## src/rtl/axi_dma_engine_rdata_realign_if.sv

```systemverilog
// axi_dma_engine_rdata_realign_if: AXI-stream beat bundle for the MM2S read-data realigner
interface axi_dma_engine_rdata_realign_if #(
    parameter int DATA_WIDTH = 32
);
    logic [DATA_WIDTH-1:0]   data;
    logic [DATA_WIDTH/8-1:0] keep;
    logic [4:0]              user;
    logic                    last;
    logic                    valid;
    logic                    ready;

    modport master (output data, keep, user, last, valid, input ready);
    modport slave  (input data, keep, user, last, valid, output ready);
endinterface

```

## src/rtl/axi_dma_engine_rdata_realign.sv

```systemverilog
// axi_dma_engine_rdata_realign: MM2S read-data realigner that packs unaligned bursts from byte 0
// Define AXI_DMA_RDATA_REALIGN_OUT_REG_EN to register m_mm2s_axis through a 2-entry skid buffer.
module axi_dma_engine_rdata_realign #(
    parameter int  DATA_WIDTH = 32,
    parameter real SIM_DELAY  = 1.0
) (
    input  logic                           axis_aclk,
    input  logic                           axis_aresetn,
    axi_dma_engine_rdata_realign_if.slave  s_mm2s_axis,
    axi_dma_engine_rdata_realign_if.master m_mm2s_axis
);
    localparam int N  = DATA_WIDTH / 8;
    localparam int L  = $clog2(N);
    localparam int BW = DATA_WIDTH - 8;
    localparam logic [L+3:0] DW_BITS = (L+4)'(DATA_WIDTH);
    localparam logic [L:0]   N_BYTES = (L+1)'(N);

    typedef enum logic [1:0] {FIRST, MID, FLUSH} state_t;

    state_t                state, state_nx;
    logic                  first_r;
    logic [L-1:0]          off_r, off;
    logic [BW-1:0]         buf_data, buf_data_nx;
    logic [N-2:0]          buf_keep, buf_keep_nx;
    logic [DATA_WIDTH-1:0] sh_data, mix_data, c_data;
    logic [N-1:0]          sh_keep, mix_keep, c_keep;
    logic                  c_last, c_valid, c_ready, s_rdy, s_hs;

    // The offset is taken live on the first beat and from off_r for the rest of the packet
    assign off      = (state == FIRST && first_r) ? s_mm2s_axis.user[L-1:0] : off_r;
    assign sh_data  = s_mm2s_axis.data >> {off, 3'b000};
    assign sh_keep  = s_mm2s_axis.keep >> off;
    assign mix_data = {8'h00, buf_data} | (s_mm2s_axis.data << (DW_BITS - {1'b0, off, 3'b000}));
    assign mix_keep = {1'b0, buf_keep} | (s_mm2s_axis.keep << (N_BYTES - {1'b0, off}));
    assign s_hs     = s_mm2s_axis.valid && s_rdy;
    assign s_mm2s_axis.ready = s_rdy;
    assign m_mm2s_axis.user  = '0;

    always_comb begin
        state_nx    = state;
        buf_data_nx = buf_data;
        buf_keep_nx = buf_keep;
        c_data      = s_mm2s_axis.data;
        c_keep      = s_mm2s_axis.keep;
        c_last      = s_mm2s_axis.last;
        c_valid     = s_mm2s_axis.valid;
        s_rdy       = c_ready;
        if (state == FIRST) begin
            if (s_mm2s_axis.last) begin
                c_data = sh_data;
                c_keep = sh_keep;
            end else if (off != '0) begin
                c_valid = 1'b0;
                s_rdy   = 1'b1;
                if (s_mm2s_axis.valid) begin
                    buf_data_nx = sh_data[BW-1:0];
                    buf_keep_nx = sh_keep[N-2:0];
                    state_nx    = MID;
                end
            end
        end else if (state == MID) begin
            c_data = mix_data;
            c_keep = mix_keep;
            c_last = s_mm2s_axis.last && sh_keep == '0;
            if (s_mm2s_axis.valid && c_ready) begin
                buf_data_nx = c_last ? '0 : sh_data[BW-1:0];
                buf_keep_nx = c_last ? '0 : sh_keep[N-2:0];
                state_nx    = c_last ? FIRST : s_mm2s_axis.last ? FLUSH : MID;
            end
        end else begin
            c_data  = {8'h00, buf_data};
            c_keep  = {1'b0, buf_keep};
            c_last  = 1'b1;
            c_valid = 1'b1;
            s_rdy   = 1'b0;
            if (c_ready) begin
                buf_data_nx = '0;
                buf_keep_nx = '0;
                state_nx    = FIRST;
            end
        end
    end

    always_ff @(posedge axis_aclk or negedge axis_aresetn) begin
        if (!axis_aresetn) begin
            state    <= FIRST;
            first_r  <= 1'b1;
            off_r    <= '0;
            buf_data <= '0;
            buf_keep <= '0;
        end else begin
            state    <= state_nx;
            first_r  <= s_hs ? s_mm2s_axis.last : first_r;
            off_r    <= (s_hs && state == FIRST && first_r) ? off : off_r;
            buf_data <= buf_data_nx;
            buf_keep <= buf_keep_nx;
        end
    end

`ifdef AXI_DMA_RDATA_REALIGN_OUT_REG_EN
    localparam int SKW = DATA_WIDTH + N + 1;

    logic [SKW-1:0] sk0, sk1, c_word;
    logic [1:0]     sk_cnt;
    logic           push, pop;

    assign c_word  = {c_last, c_keep, c_data};
    assign c_ready = sk_cnt != 2'd2;
    assign push    = c_valid && c_ready;
    assign pop     = sk_cnt != 2'd0 && m_mm2s_axis.ready;
    assign {m_mm2s_axis.last, m_mm2s_axis.keep, m_mm2s_axis.data} = sk0;
    assign m_mm2s_axis.valid = sk_cnt != 2'd0;

    // sk0 is always the head; sk1 only fills while the head is stalled
    always_ff @(posedge axis_aclk or negedge axis_aresetn) begin
        if (!axis_aresetn) begin
            sk0    <= '0;
            sk1    <= '0;
            sk_cnt <= '0;
        end else begin
            if (pop)
                sk0 <= sk_cnt[1] ? sk1 : c_word;
            else if (push && sk_cnt == 2'd0)
                sk0 <= c_word;
            if (push && !pop && sk_cnt == 2'd1)
                sk1 <= c_word;
            sk_cnt <= sk_cnt + 2'(push) - 2'(pop);
        end
    end
`else
    assign c_ready           = m_mm2s_axis.ready;
    assign m_mm2s_axis.data  = c_data;
    assign m_mm2s_axis.keep  = c_keep;
    assign m_mm2s_axis.last  = c_last;
    assign m_mm2s_axis.valid = c_valid;
`endif
endmodule

```

## src/flat_wrapper.sv

```systemverilog
// flat-port wrapper written by rule: the top's interface ports become plain ports
module axi_dma_engine_rdata_realign_flat 
#(
    parameter int  DATA_WIDTH = 32,
    parameter real SIM_DELAY  = 1.0
)
  (axis_aclk, axis_aresetn, s_mm2s_axis_data, s_mm2s_axis_keep, s_mm2s_axis_user, s_mm2s_axis_last, s_mm2s_axis_valid, s_mm2s_axis_ready, m_mm2s_axis_data, m_mm2s_axis_keep, m_mm2s_axis_user, m_mm2s_axis_last, m_mm2s_axis_valid, m_mm2s_axis_ready);
  axi_dma_engine_rdata_realign_if #(.DATA_WIDTH(DATA_WIDTH)) s_mm2s_axis_i ();
  axi_dma_engine_rdata_realign_if #(.DATA_WIDTH(DATA_WIDTH)) m_mm2s_axis_i ();
  input  logic axis_aclk;
  input  logic axis_aresetn;
  input wire logic [$bits(s_mm2s_axis_i.data)-1:0] s_mm2s_axis_data;
  input wire logic [$bits(s_mm2s_axis_i.keep)-1:0] s_mm2s_axis_keep;
  input wire logic [$bits(s_mm2s_axis_i.user)-1:0] s_mm2s_axis_user;
  input wire logic [$bits(s_mm2s_axis_i.last)-1:0] s_mm2s_axis_last;
  input wire logic [$bits(s_mm2s_axis_i.valid)-1:0] s_mm2s_axis_valid;
  output wire logic [$bits(s_mm2s_axis_i.ready)-1:0] s_mm2s_axis_ready;
  output wire logic [$bits(m_mm2s_axis_i.data)-1:0] m_mm2s_axis_data;
  output wire logic [$bits(m_mm2s_axis_i.keep)-1:0] m_mm2s_axis_keep;
  output wire logic [$bits(m_mm2s_axis_i.user)-1:0] m_mm2s_axis_user;
  output wire logic [$bits(m_mm2s_axis_i.last)-1:0] m_mm2s_axis_last;
  output wire logic [$bits(m_mm2s_axis_i.valid)-1:0] m_mm2s_axis_valid;
  input wire logic [$bits(m_mm2s_axis_i.ready)-1:0] m_mm2s_axis_ready;
  assign s_mm2s_axis_i.data = s_mm2s_axis_data;
  assign s_mm2s_axis_i.keep = s_mm2s_axis_keep;
  assign s_mm2s_axis_i.user = s_mm2s_axis_user;
  assign s_mm2s_axis_i.last = s_mm2s_axis_last;
  assign s_mm2s_axis_i.valid = s_mm2s_axis_valid;
  assign s_mm2s_axis_ready = s_mm2s_axis_i.ready;
  assign m_mm2s_axis_data = m_mm2s_axis_i.data;
  assign m_mm2s_axis_keep = m_mm2s_axis_i.keep;
  assign m_mm2s_axis_user = m_mm2s_axis_i.user;
  assign m_mm2s_axis_last = m_mm2s_axis_i.last;
  assign m_mm2s_axis_valid = m_mm2s_axis_i.valid;
  assign m_mm2s_axis_i.ready = m_mm2s_axis_ready;
  axi_dma_engine_rdata_realign #(.DATA_WIDTH(DATA_WIDTH), .SIM_DELAY(SIM_DELAY)) u_core (.axis_aclk(axis_aclk), .axis_aresetn(axis_aresetn), .s_mm2s_axis(s_mm2s_axis_i), .m_mm2s_axis(m_mm2s_axis_i));
endmodule
```

## config.mk

```make
export PLATFORM = sky130hd
export DESIGN_NAME = axi_dma_engine_rdata_realign_flat
export DESIGN_NICKNAME = d
export VERILOG_FILES = /design/src/rtl/axi_dma_engine_rdata_realign_if.sv /design/src/rtl/axi_dma_engine_rdata_realign.sv /design/src/flat_wrapper.sv
export SDC_FILE = /design/constraint.sdc
export NUM_CORES = 1
export LEC_CHECK = 0
export BUFFER_PORTS_ARGS = -buffer_cell sky130_fd_sc_hd__buf_2
export CAP_MARGIN = 5
export CORE_ASPECT_RATIO = 1.4
export CORE_MARGIN = 1.5
export CORE_UTILIZATION = 35
export DETAILED_ROUTE_END_ITERATION = 8
export GPL_ROUTABILITY_DRIVEN = 0
export HOLD_SLACK_MARGIN = 0.12
export SLEW_MARGIN = 20
export SYNTH_ARGS = -nofsm -noshare
export SYNTH_HDL_FRONTEND = slang
export SYNTH_SLANG_ARGS = --single-unit
```

## constraint.sdc

```tcl
create_clock -name axis_aclk -period 4.32 [get_ports axis_aclk]
set_input_delay 1.296 -clock axis_aclk [delete_from_list [all_inputs] [get_ports axis_aclk]]
set_output_delay 1.296 -clock axis_aclk [all_outputs]
set_load 0.01 [all_outputs]
```

==> results_dict.tcl <==
set metrics [dict create \
    tns_ns 0 \
    firstDrtPassIters 5 \
    grt_overflow 0 \
    drv_cap 0 \
    drc 0 \
    vias_per_cell 6.06 \
    syn_inst 355 \
    hold_path_class "register to register" \
    start_util 0.364 \
    p_leak_nw 1.85 \
    ys_types 55 \
    drt-wirelength-per-cell_um 19.9 \
    synth_mux_area_frac 0.117 \
    critical-path-max-stage-delay_ns 0.27 \
    cts_made_buffers 5 \
    grt_pass1_wl_um 17200 \
    synth_xor_area_frac 0 \
    synth_area_leaders "dfrtp_1, mux2i_1, a22o_1, nand2_1, a21oi_1" \
    synth_area_sq_mm 0.00300 \
    crit_fanout 9 \
    fmax_ghz 0.236 \
    synth_edf_count 0 \
    antenna_found_initial 0 \
    cts.sinks 32 \
    die_w_um 81.3 \
    synth-main-ff-cell "dfrtp_1" \
    synth_compound_area_frac 0.392 \
    period_needed_ns 4.24 \
    design.final.nets 488 \
    path_cells "buf_2, and2_0, a22oi_4, buf_4, mux2i_1, a22oi_1, a21bo_2, buf_2" \
    period_share 0.981 \
    yosys_warnings 0 \
    die_y_um 113 \
    synthAdderAreaFrac 0 \
    power.density_mw_per_mm2 893 \
    num_vias 3305 \
    cp_common_cell "buf_2" \
    finalHoldViolations 0 \
    ys_async_sr_fraction 1.00 \
    h-tree-depth 2 \
    endpoint_kind "output port" \
    clkTransAtPathRegs_ns 0.05 \
    critPathKind "input pin to output port" \
    crit_family "compound AO/OA/AOI/OAI gates" \
    rsz0062_at_grt "no" \
    final_cell_mix "buf_2, nand2_1, buf_4" \
    synth_top_family_by_area "compound AO/OA/AOI/OAI gates" \
    synthSimpleGateAreaFrac 0.143 \
    syn2layout_area_growth_pct 25.2 \
    worstPathRequired_ns 3.02 \
    first_global_vias 3245 \
    yosysSeqAreaShare 0.267 \
    setup_ws_ns 0.0831 \
    ys_ff_latch 32 \
    routed_wl_um 10800 \
    final_common_cell "buf_2" \
    io_pins 90 \
    core_area_sq_mm 0.00825 \
    ir_worst_vdd_uv 489 \
    antenna_cells 0 \
    tightest_slew_ns 0.818 \
    antenna_left 0 \
    cts-root-buf "clkbuf_16" \
    finalClockSkew_ns 0.00246 \
    dieArea_sq_mm 0.00914 \
    seq_area_sq_um 802 \
    r2r_setup_slack_ns 1.68 \
    pre_cts_ws_ns -0.0496 \
    hold_ws_ns 0.478 \
    rows 39 \
    status "finished clean" \
    hpwl_um 7310 \
    clkLatencyLatePin_ns 0.28 \
    io_buffers 81 \
    grt_max_degree 33 \
    cts_tree "yes" \
    nFillCells 831 \
    setup_viol 0 \
    postLayoutCoreUtil 0.455 \
    dr.first_iter.drc_count 288 \
    drive_gt1_frac 0.330 \
    synth_area_per_cell_sq_um 8.45 \
    multi_input_area_sq_mm 0.00199 \
    yosys.area.top_type "dfrtp_1" \
    ctsHoldBuffers 0 \
    worst-path-buf-inv 3 \
    cts_buffer_depth 2 \
    grt.total_usage 0.244 \
    slew_viol_final 0 \
    cp_slowest_cell "a22oi_4" \
    cp-start-kind "input pin" \
    synth_top_area_share 0.259 \
    relSlewSlack 0.454 \
    arrival_ns 2.94 \
]
[repair_timing]
action / 4_1_cts / 5_1_grt
pin swaps: 0 / 1
resized for setup: 1 / 2
setup endpoints to repair: 8 / 15
buffers inserted: 0 / 3
[path summary, 6_finish.rpt]
kind,from,end,cells past startpoint
max,s_mm2s_axis_user[1],m_mm2s_axis_keep[0],8
min,u_core.buf_keep[2],u_core.buf_keep[2],2
max reg2reg,u_core.first_r,u_core.buf_data[4],7
min reg2reg,u_core.buf_keep[2],u_core.buf_keep[2],2
max in group asynchronous,axis_aresetn,u_core.buf_data[2],1
min in group asynchronous,axis_aresetn,u_core.state[0],1
[synthesized netlist by cell type, drive strengths merged (2+ instances only)]
| master | instances |
|---|---|
| nor2b | 2 |
| a21oi | 33 |
| buf | 25 |
| nor2 | 12 |
| a221o | 8 |
| and2 | 2 |
| inv | 3 |
| nor3 | 6 |
| clkbuf | 14 |
| o21a | 2 |
| or2 | 2 |
| nand2 | 46 |
| a21o | 11 |
| a2bb2oi | 7 |
| nor4 | 2 |
| nand2b | 2 |
| and3 | 2 |
| dfrtp | 31 |
| mux2i | 26 |
| o2bb2ai | 17 |
| o41ai | 3 |
| mux2 | 8 |
| a211oi | 2 |
| o21ai | 22 |
| a22oi | 17 |
| a22o | 27 |
| nand3 | 9 |
[worst register-to-register path, stage by stage, from the launching register on]
cell      delay (ns)
dfstp_2         0.61
or3b_1          0.57
a22oi_4         0.33
buf_4           0.25
o21ai_2         0.09
a211oi_4        0.19
buf_4           0.33
a22o_1          0.21
[sequential cells by signal, indices dropped and copies added, names as in the netlist]
signal / count
u_core.first_r: 1
u_core.state: 2
u_core.buf_keep: 3
u_core.off_r: 2
u_core.buf_data: 24
[final cells by class]
cell class	count	share of cell area
Clock buffer	6	0.0343
Sequential cell	32	0.214
Tap cell	102	0.0340
Clock inverter	2	0.00933
Inverter	3	0.00300
Multi-Input combinational cell	285	0.530
Timing Repair Buffer	115	0.176
[cells by family after synthesis]
logic type	count (synthesis)
AOI/OAI and AO/OA	156
and+or+nand+nor	90
DFF	32
muxes	34
other	1
buffers and inverters	42
[stage by stage]
stage,cells,total power [mW],cell area (sq um)
after floorplan,359,2.10,3020
after global placement,534,2.85,3560
after detailed placement,534,2.88,3560
after CTS,542,3.31,3730
after global routing,545,3.58,3760
final,545,3.35,3760
[power by group]
| part | switching (mW) | internal, mW |
|---|---|---|
| registers | 0.101 | 0.423 |
| logic | 1.37 | 1.05 |
| clock network | 0.140 | 0.271 |
| total | 1.61 | 1.75 |
[per-layer routing]
layer  routed length (um)  global-route usage  vias to the layer above
met5                    0                   0                        -
met4                  249              0.0874                        0
met3                  711              0.0325                       19
met2                 5270               0.399                      143
met1                 4620               0.322                     1615
li1                     -                   -                     1528
Power figures use the tool's default switching activity.
